$ cat config.mk
export PLATFORM = sky130hd
export DESIGN_NAME = seg7_scan_driver
export DESIGN_NICKNAME = d
export VERILOG_FILES = /design/src/rtl/seg7_scan_driver.sv
export SDC_FILE = /design/constraint.sdc
export NUM_CORES = 1
export LEC_CHECK = 0
export ABC_CLOCK_PERIOD_IN_PS = 6200
export CAP_MARGIN = 0
export CORE_MARGIN = 2
export CORE_UTILIZATION = 35
export CTS_CLUSTER_DIAMETER = 120
export CTS_CLUSTER_SIZE = 40
export DETAILED_ROUTE_END_ITERATION = 6
export PLACE_DENSITY = 0.58
export SETUP_SLACK_MARGIN = 0.15
export SLEW_MARGIN = 20
export SYNTH_ARGS = -nofsm -noshare
export SYNTH_HDL_FRONTEND = slang
export SYNTH_SLANG_ARGS = --single-unit
$ cat constraint.sdc
create_clock -name clk_16M -period 6.2 [get_ports clk_16M]
set_clock_uncertainty 0.2 [all_clocks]
set_input_delay 0.93 -clock clk_16M [delete_from_list [all_inputs] [get_ports clk_16M]]
set_output_delay 0.93 -clock clk_16M [all_outputs]
set_load 0.02 [all_outputs]
$ cat src/rtl/seg7_scan_driver.sv
// ---------------------------------------------------------------------------
// seg7_scan_driver
//
// Time-multiplexed driver for a bank of common-anode seven-segment digits.
// Each digit gets a slot of CLK_DIV clocks. Digits are scanned from 0 up to
// NUM_DIGITS-1 and then the scan starts again. The display data and masks
// are sampled once per frame, at the end of the last slot, so that a value
// that changes mid-scan never shows as a torn mix of old and new digits.
// Brightness is a 16-level PWM applied inside each slot.
//
// Parameters:
//   NUM_DIGITS  number of digits scanned (1..8)
//   CLK_DIV     clk_16M cycles per digit slot (>= 16)
//
// Ports:
//   clk_16M      in   system clock, rising edge
//   rst          in   synchronous active-high reset
//   data         in   packed hex nibbles, digit i = data[4i+3:4i]
//   digit_en     in   per-digit enable (1 = lit)
//   dp_mask      in   per-digit decimal point (1 = on)
//   bright       in   brightness, on-time = (bright+1)/16 of a slot
//   an           out  anode enables, active-low, at most one low
//   seg          out  segments {g,f,e,d,c,b,a}, active-low
//   dp           out  decimal point, active-low
//   frame_start  out  one-cycle pulse when the digit 0 slot appears on an
//
// Optional build macro:
//   SEG7_LEADING_ZERO_BLANK_EN  blank leading zero digits (digit 0 is
//                               always shown)
// ---------------------------------------------------------------------------
module seg7_scan_driver #(
  parameter int NUM_DIGITS = 4,
  parameter int CLK_DIV    = 48000
) (
  input  logic                    clk_16M,
  input  logic                    rst,
  input  logic [4*NUM_DIGITS-1:0] data,
  input  logic [NUM_DIGITS-1:0]   digit_en,
  input  logic [NUM_DIGITS-1:0]   dp_mask,
  input  logic [3:0]              bright,
  output logic [NUM_DIGITS-1:0]   an,
  output logic [6:0]              seg,
  output logic                    dp,
  output logic                    frame_start
);

  localparam int CW = $clog2(CLK_DIV);
  localparam int IW = (NUM_DIGITS > 1) ? $clog2(NUM_DIGITS) : 1;
  // cnt*16 needs CW+4 bits and CLK_DIV*16 needs at most CW+5 bits.
  localparam int PW = CW + 5;

  localparam logic [CW-1:0] CNT_MAX = CW'(CLK_DIV - 1);
  localparam logic [IW-1:0] IDX_MAX = IW'(NUM_DIGITS - 1);

  // Scan position
  logic [CW-1:0] cnt_q, cnt_d;
  logic [IW-1:0] idx_q, idx_d;

  // Frame-latched display state
  logic [4*NUM_DIGITS-1:0] data_q;
  logic [NUM_DIGITS-1:0]   en_q;
  logic [NUM_DIGITS-1:0]   dp_q;
  logic [3:0]              bright_q;

  // Registered outputs
  logic [NUM_DIGITS-1:0] anOut_q, anOut_d;
  logic [6:0]            segOut_q, segOut_d;
  logic                  dpOut_q, dpOut_d;
  logic                  wrapSeen_q;
  logic                  frameStart_q;

  logic tick;
  logic wrap;

  logic [PW-1:0] pwmLhs;
  logic [PW-1:0] pwmRhs;
  logic [4:0]    brightPlus;
  logic          pwmOn;

  logic [NUM_DIGITS-1:0] litMask;
  logic [NUM_DIGITS-1:0] anOneHot;
  logic [3:0]            nib;
  logic                  digLit;
  logic                  digDp;
  logic [6:0]            segMap;

  // Slot counter and digit index. An out-of-range index (not reachable in
  // normal operation) is pulled back to digit 0 on the next tick.
  always_comb begin
    tick  = (cnt_q == CNT_MAX);
    wrap  = tick && (idx_q == IDX_MAX);
    cnt_d = tick ? '0 : cnt_q + CW'(1);
    idx_d = idx_q;
    if (tick) begin
      if (idx_q >= IDX_MAX) begin
        idx_d = '0;
      end else begin
        idx_d = idx_q + IW'(1);
      end
    end
  end

  // PWM compare. The blank at the last count of a slot guarantees an
  // all-high anode cycle between digits even at full brightness.
  always_comb begin
    brightPlus = {1'b0, bright_q} + 5'd1;
    pwmLhs     = PW'(cnt_q) << 4;
    pwmRhs     = PW'(CLK_DIV) * PW'(brightPlus);
    pwmOn      = (pwmLhs < pwmRhs) && !tick;
  end

`ifdef SEG7_LEADING_ZERO_BLANK_EN
  logic [NUM_DIGITS-1:0] lzBlank;
  logic                  zeroAbove;

  // Walk from the most significant digit down. A zero nibble is blanked
  // while every enabled digit above it is also zero; disabled digits do not
  // stop the blanking. Digit 0 is never considered, so "0" stays visible.
  always_comb begin
    lzBlank   = '0;
    zeroAbove = 1'b1;
    for (int i = NUM_DIGITS - 1; i >= 1; i--) begin
      if (data_q[4*i +: 4] == 4'd0) begin
        lzBlank[i] = zeroAbove;
      end else if (en_q[i]) begin
        zeroAbove = 1'b0;
      end
    end
    litMask = en_q & ~lzBlank;
  end
`else
  always_comb begin
    litMask = en_q;
  end
`endif

  // Select the current digit's nibble, lit flag and DP bit. The loop form
  // keeps every index in range even if idx_q were ever out of bounds.
  always_comb begin
    nib      = '0;
    digLit   = 1'b0;
    digDp    = 1'b0;
    anOneHot = '0;
    for (int i = 0; i < NUM_DIGITS; i++) begin
      if (idx_q == IW'(i)) begin
        nib         = data_q[4*i +: 4];
        digLit      = litMask[i];
        digDp       = dp_q[i];
        anOneHot[i] = 1'b1;
      end
    end
  end

  // Hex to active-low segment pattern {g,f,e,d,c,b,a}
  always_comb begin
    segMap = 7'b1111111;
    case (nib)
      4'h0: segMap = 7'b1000000;
      4'h1: segMap = 7'b1111001;
      4'h2: segMap = 7'b0100100;
      4'h3: segMap = 7'b0110000;
      4'h4: segMap = 7'b0011001;
      4'h5: segMap = 7'b0010010;
      4'h6: segMap = 7'b0000010;
      4'h7: segMap = 7'b1111000;
      4'h8: segMap = 7'b0000000;
      4'h9: segMap = 7'b0010000;
      4'hA: segMap = 7'b0001000;
      4'hB: segMap = 7'b0000011;
      4'hC: segMap = 7'b1000110;
      4'hD: segMap = 7'b0100001;
      4'hE: segMap = 7'b0000110;
      4'hF: segMap = 7'b0001110;
      default: segMap = 7'b1111111;
    endcase
  end

  // Next output values: either the current digit or fully blank
  always_comb begin
    anOut_d  = '1;
    segOut_d = 7'b1111111;
    dpOut_d  = 1'b1;
    if (pwmOn && digLit) begin
      anOut_d  = ~anOneHot;
      segOut_d = segMap;
      dpOut_d  = ~digDp;
    end
  end

  // State registers. wrapSeen_q delays the wrap by one cycle so that
  // frame_start lines up with the first output cycle of digit 0.
  always_ff @(posedge clk_16M) begin
    if (rst) begin
      cnt_q        <= '0;
      idx_q        <= '0;
      data_q       <= '0;
      en_q         <= '0;
      dp_q         <= '0;
      bright_q     <= '0;
      anOut_q      <= '1;
      segOut_q     <= 7'b1111111;
      dpOut_q      <= 1'b1;
      wrapSeen_q   <= 1'b0;
      frameStart_q <= 1'b0;
    end else begin
      cnt_q        <= cnt_d;
      idx_q        <= idx_d;
      anOut_q      <= anOut_d;
      segOut_q     <= segOut_d;
      dpOut_q      <= dpOut_d;
      wrapSeen_q   <= wrap;
      frameStart_q <= wrapSeen_q;
      if (wrap) begin
        data_q   <= data;
        en_q     <= digit_en;
        dp_q     <= dp_mask;
        bright_q <= bright;
      end
    end
  end

  assign an          = anOut_q;
  assign seg         = segOut_q;
  assign dp          = dpOut_q;
  assign frame_start = frameStart_q;

endmodule

## After elaboration in Yosys (flattened, before gate mapping)

Memories as Yosys holds them, arrays and structs flattened. A register that Yosys moved wholly into a read port is not among the register bits.
Cells that the tools add are included.

- ROM bits: 112
- Logic and storage cells: 48
- Memories: 1
- Output and inout bits: 13
- Bits in registers: 53

- $mul: 1
- Equality and inequality tests: 4
- Mux-type cells: 17
- Magnitude comparators: 2
- Bitwise gates (word level): 3
- Add/sub/neg operators: 3
- Reduce and logical (&&, ||, !) cells: 7

Memories:

| memory | depth | bits a word | read ports | clocked after Yosys merged registers in | wr ports | line | RTL |
|---|---|---|---|---|---|---|---|
| (no name shown) | 16 | 7 | 1 | 1 | 0 | 157 | `case (nib)` |

Operators by type and width:

| kind | number |
|---|---|
| $lt 20x21->1 | 1 |
| $add 16x1->16 const B | 1 |
| $eq 16x16->1 const B | 1 |
| $mux 4 | 4 |
| $mul 9x5->14 const A | 1 |
| $mux 1 | 12 |
| $add 4x1->5 const B | 1 |
| $eq 2x2->1 const B | 2 |
| $not 4->4 | 1 |
| $reduce_or 2->1 | 2 |
| $logic_and 1x1->1 | 3 |
| $add 2x1->2 const B | 1 |
| $eq 2x1->1 const B | 1 |
| $ge 2x2->1 const B | 1 |
| $logic_not 2->1 | 1 |
| $mux 2 | 1 |
| $not 1->1 | 2 |
| $logic_not 1->1 | 1 |

## Logic depth before layout (Yosys ltp)

Gate-level depths: netlist (run 1).

- Word-level depth: 8
- Depth in mapped cells: 23
- Mapped depth without buffers: 22

## Worst setup path before layout (run 1)

No wires, ideal clock.

- Path type: register to register
- From: reg bright_q[0]
- To: reg segOut_q[3], in the netlist seg[3]
- Data required time: 5.870 ns
- Stages on the path, launching flop included: 23
- Library setup time: 0.130 ns
- Slack: 1.036 ns
- Arrival: 4.834 ns
- Path through: dfxtp_1 ha_1 xor2_1 inv_1 fa_1 inv_1 ha_1 inv_1 fa_1 inv_1 ha_1 o211ai_1 o211ai_1 a221oi_1 xor2_1 ha_1 a211oi_1 nand2_1 o211ai_1 a31oi_1 a211oi_2 buf_6 o211ai_2

- Cells in the longest elaborated chain, start to end: 7

Ends and longest elaborated chain:

| what | line | RTL |
|---|---|---|
| start: declaration | 63 | `logic [3:0] bright_q;` |
| start signal: assignment | 217 | `bright_q <= bright;` |
| $add 4x1->5 | 106 | `brightPlus = {1'b0, bright_q} + 5'd1;` |
| $mul 9x5->14 | 108 | `pwmRhs = PW'(CLK_DIV) * PW'(brightPlus);` |
| $lt 20x21->1 | 109 | `pwmOn = (pwmLhs < pwmRhs) && !tick;` |
| $logic_and 1x1->1 | 109 |  |
| $logic_and 1x1->1 | 183 | `if (pwmOn && digLit) begin` |
| $not 1->1 (no line) | - |  |
| $reduce_or 2->1 (no line) | - |  |
| end: declaration | 67 | `logic [6:0] segOut_q, segOut_d;` |

Every way passes these cells.
A chain may end at the register's enable or synchronous reset.

## Final worst setup path (run 1)

- From: reg bright_q[0]
- To: reg segOut_q[2], in the netlist seg[2]

Same word-level chain as after synthesis.

==> results.ini, run 1 <==
[run_status]
status = completed

[sta]
min_period_over_period_pct = 90.11
finalMaxSlewViolations = 0
finalHoldViolCount = 0
period_needed_ns = 5.587
fmax_ghz = 0.1790
hold_ws_ns = 0.2424
rsz0062_at_grt = no
worstMarginPinSlew_ns = 0.8288
maxSlewHeadroom_pct = 44.49
setup_viol = 0
tns_ns = 0

[cells_and_area]
n_fill_cell = 1028
multi_input_area_sq_um = 2381
area_growth_pct = 19.63
final_cell_mix = dfxtp_1, ha_1, clkdlybuf4s50_1
antenna_cells = 0
layoutNonFillerInstCount = 583
seqCellArea_sq_um = 1201
layout_commonest_cell = dfxtp_1
drive_gt1_share_pct = 8.054
nets = 533

[power]
seqPwrFrac_pct = 49.3
internal_power_mw = 0.6134
finalPower_mw = 0.7873
p_sw_share_pct = 22.09
p_comb_share_pct = 3.7
power_frac_clock_pct = 46.9
ir_worst_vdd_mv = 0.09338
power_leakage_nw = 1.917
switching_power_mw = 0.1739
power_density_nw_per_um2 = 174.4

[clock_tree]
cts_buffers = 9
postCtsSetupBuffers = 0
htree_levels = 3
clk_pin_slew_ns = 0.07
clock_latency_ns = 0.34
root_buffer = clkbuf_8
cts_buffer_depth = 2
cts_sinks = 60
cts_tree = yes
postCtsHoldBufs = 0

[die]
start_util_pct = 36.23
design.die.area_sq_um = 11630
die_h_microns = 107.8
std_cell_rows = 37
core-area_sq_um = 10420
chipWidth_microns = 107.8
num_io_pins = 43

[place]
dp.cells = 567
place_hpwl_mm = 6.429
io_buffers = 42
gp_congestion = 0.8727

[yosys]
synth_area_per_cell_sq_um = 9.387
syn_area_sq_um = 3774
async_flop_share_pct = 0
synth_edf_count = 0
synthCells = 402
yosys_warnings = 0
synth.distinct_cells = 54
synth_seq_area_share_pct = 31.83
syn_nets = 493
synth.ff_latch_count = 60
synth_flop_cell = dfxtp_1

[critical_path]
worstPathMaxFanout = 12
crit_type = reg2reg
cp_num_buf_inv = 5
slowest_delay_ns = 0.50
required_ns = 6.20
cp.arrival_ns = 5.59
cp-end-kind = register
cp_top_family = adder cells
start_kind = register
path_cells = ha_1 -> xor2_2 -> inv_1 -> fa_1 -> inv_1 -> ha_1 -> inv_1 -> fa_1 -> inv_1 -> ha_1 -> a211oi_1 -> o211ai_1 -> a221oi_1 -> xor2_1 -> ha_1 -> a211oi_1 -> nand2_1 -> o211ai_1 -> a31oi_1 -> a211oi_2 -> buf_4 -> o311ai_0
cpMaxStageDelayCell = dfxtp_1
r2r_slack_ns = 0.61

[route]
post_drt_wl_per_cell_microns = 14.54
drt_iter0_drc = 98
firstDrtPassIters = 4
drc = 0
finalWirelength_mm = 8.479
num_vias = 2947
postRouteAntennaNets = 0
viasPerCell = 5.055

[global_route]
grt_max_degree = 30
grt_pass1_wl_mm = 14.29
antenna_found_initial = 0
grt_overflow = 0
grt_usage_pct = 15.57
grt_pass1_vias = 2944

[job]
drv_cap = 0

[hold_path]
hold_path.class = reg2reg

==> cell families (layout without fill, tap and decap cells) <==
logic type               Yosys count  after routing  synth area share [%]
multiplexers                       3              3                0.9614
AO/OA/AOI/OAI                     91             91                 18.20
buffers and inverters             46             91                 5.603
adder cells (fa/ha/maj)           61             61                 22.21
AND/OR/NAND/NOR                  115            115                 15.15
flip-flops                        60             60                 31.83
XOR/XNOR                          26             26                 6.035
==> area by class of cell <==
| class | instances | area share (%) |
|---|---|---|
| Clock buffer | 11 | 3.354 |
| Clock inverter | 5 | 1.303 |
| Inverter | 31 | 2.578 |
| Multi-Input combinational cell | 296 | 52.74 |
| Sequential cell | 60 | 26.61 |
| Tap cell | 136 | 3.769 |
| Timing Repair Buffer | 44 | 9.645 |
==> power groups by stage <==
| stage | registers (mW) | logic, mW | clock network (mW) |
|---|---|---|---|
| after detailed placement | 0.397 | 0.0296 | 0 |
| after global routing | 0.388 | 0.0318 | 0.397 |
| after CTS | 0.388 | 0.0300 | 0.381 |
| after global placement | 0.397 | 0.0298 | 0 |
| after floorplan | 0.397 | 0.00837 | 0 |
| final | 0.388 | 0.0295 | 0.370 |
==> synthesized netlist by cell type (all sizes together), types with 2 or more instances <==
cell	number	share of area, %
a211o	2	0.50
a211oi	4	0.93
a21o	2	0.40
a21oi	16	2.1
a22o	29	6.7
a31oi	2	0.33
and2	2	0.33
and3	8	1.3
and4	2	0.50
buf	9	1.9
clkbuf	6	0.60
dfxtp	60	32
fa	10	5.3
ha	51	17
inv	31	3.1
mux2	2	0.70
nand2	39	3.9
nand3	15	2.3
nand3b	3	0.60
nand4	4	0.83
nor2	29	2.9
nor2b	5	0.83
nor3	3	0.70
nor4	2	0.33
o211ai	11	2.3
o21a	3	0.60
o21ai	11	1.5
o311ai	2	0.46
o31ai	2	0.76
xnor2	11	2.6
xor2	15	3.5
==> metal layers <==
layer	track usage (%)	vias up	share of wire, %
met3	4.722	8	3.8
met1	19.36	1392	47
met2	26.06	45	48
li1	-	1502	-
met4	4.212	0	2.0
met5	0	-	0
==> registers in the layout, indices dropped and copies added, names as in the netlist <==
| signal | count |
|---|---|
| cnt_q | 16 |
| data_q | 16 |
| seg | 7 |
| an | 4 |
| bright_q | 4 |
| dp_q | 4 |
| en_q | 4 |
| idx_q | 2 |
| dp | 1 |
| frame_start | 1 |
| wrapSeen_q | 1 |
==> final timing paths <==
path	startpoint	to	depth (start not counted)
worst min register to register	wrapSeen_q$_SDFF_PP0_	frame_start$_SDFF_PP0_	1
worst max register to register	bright_q[0]$_SDFFE_PP0P_	seg[2]$_SDFF_PP1_	22
worst min-delay path	wrapSeen_q$_SDFF_PP0_	frame_start$_SDFF_PP0_	1
worst max-delay path	bright_q[0]$_SDFFE_PP0P_	seg[2]$_SDFF_PP1_	22
==> through the flow <==
step	utilization [%]	setup slack [ns]	cell area, sq um
finish	43.34	0.6133	4514
global route	43.34	0.1665	4514
CTS	43.20	0.4723	4499
detailed placement	41.18	0.4765	4289
global placement	41.17	0.7184	4288
floorplan	-	1.036	3774
==> repair_timing <==
action,4_1_cts,5_1_grt
endpoints found under the setup margin,0,7
endpoints found under the hold margin,0,0
resized for setup,0,2
No activity file was read; power rests on OpenSTA's default activity.
==> run 2: changes to the inputs <==
--- a/config.mk
+++ b/config.mk
@@ -9,7 +9,6 @@
 export CAP_MARGIN = 0
 export CORE_MARGIN = 2
 export CORE_UTILIZATION = 35
-export CTS_CLUSTER_DIAMETER = 120
 export CTS_CLUSTER_SIZE = 40
 export DETAILED_ROUTE_END_ITERATION = 6
 export PLACE_DENSITY = 0.58
==> results of run 2 <==
The final DEF is identical to that of run 1; final timing and power are the same.
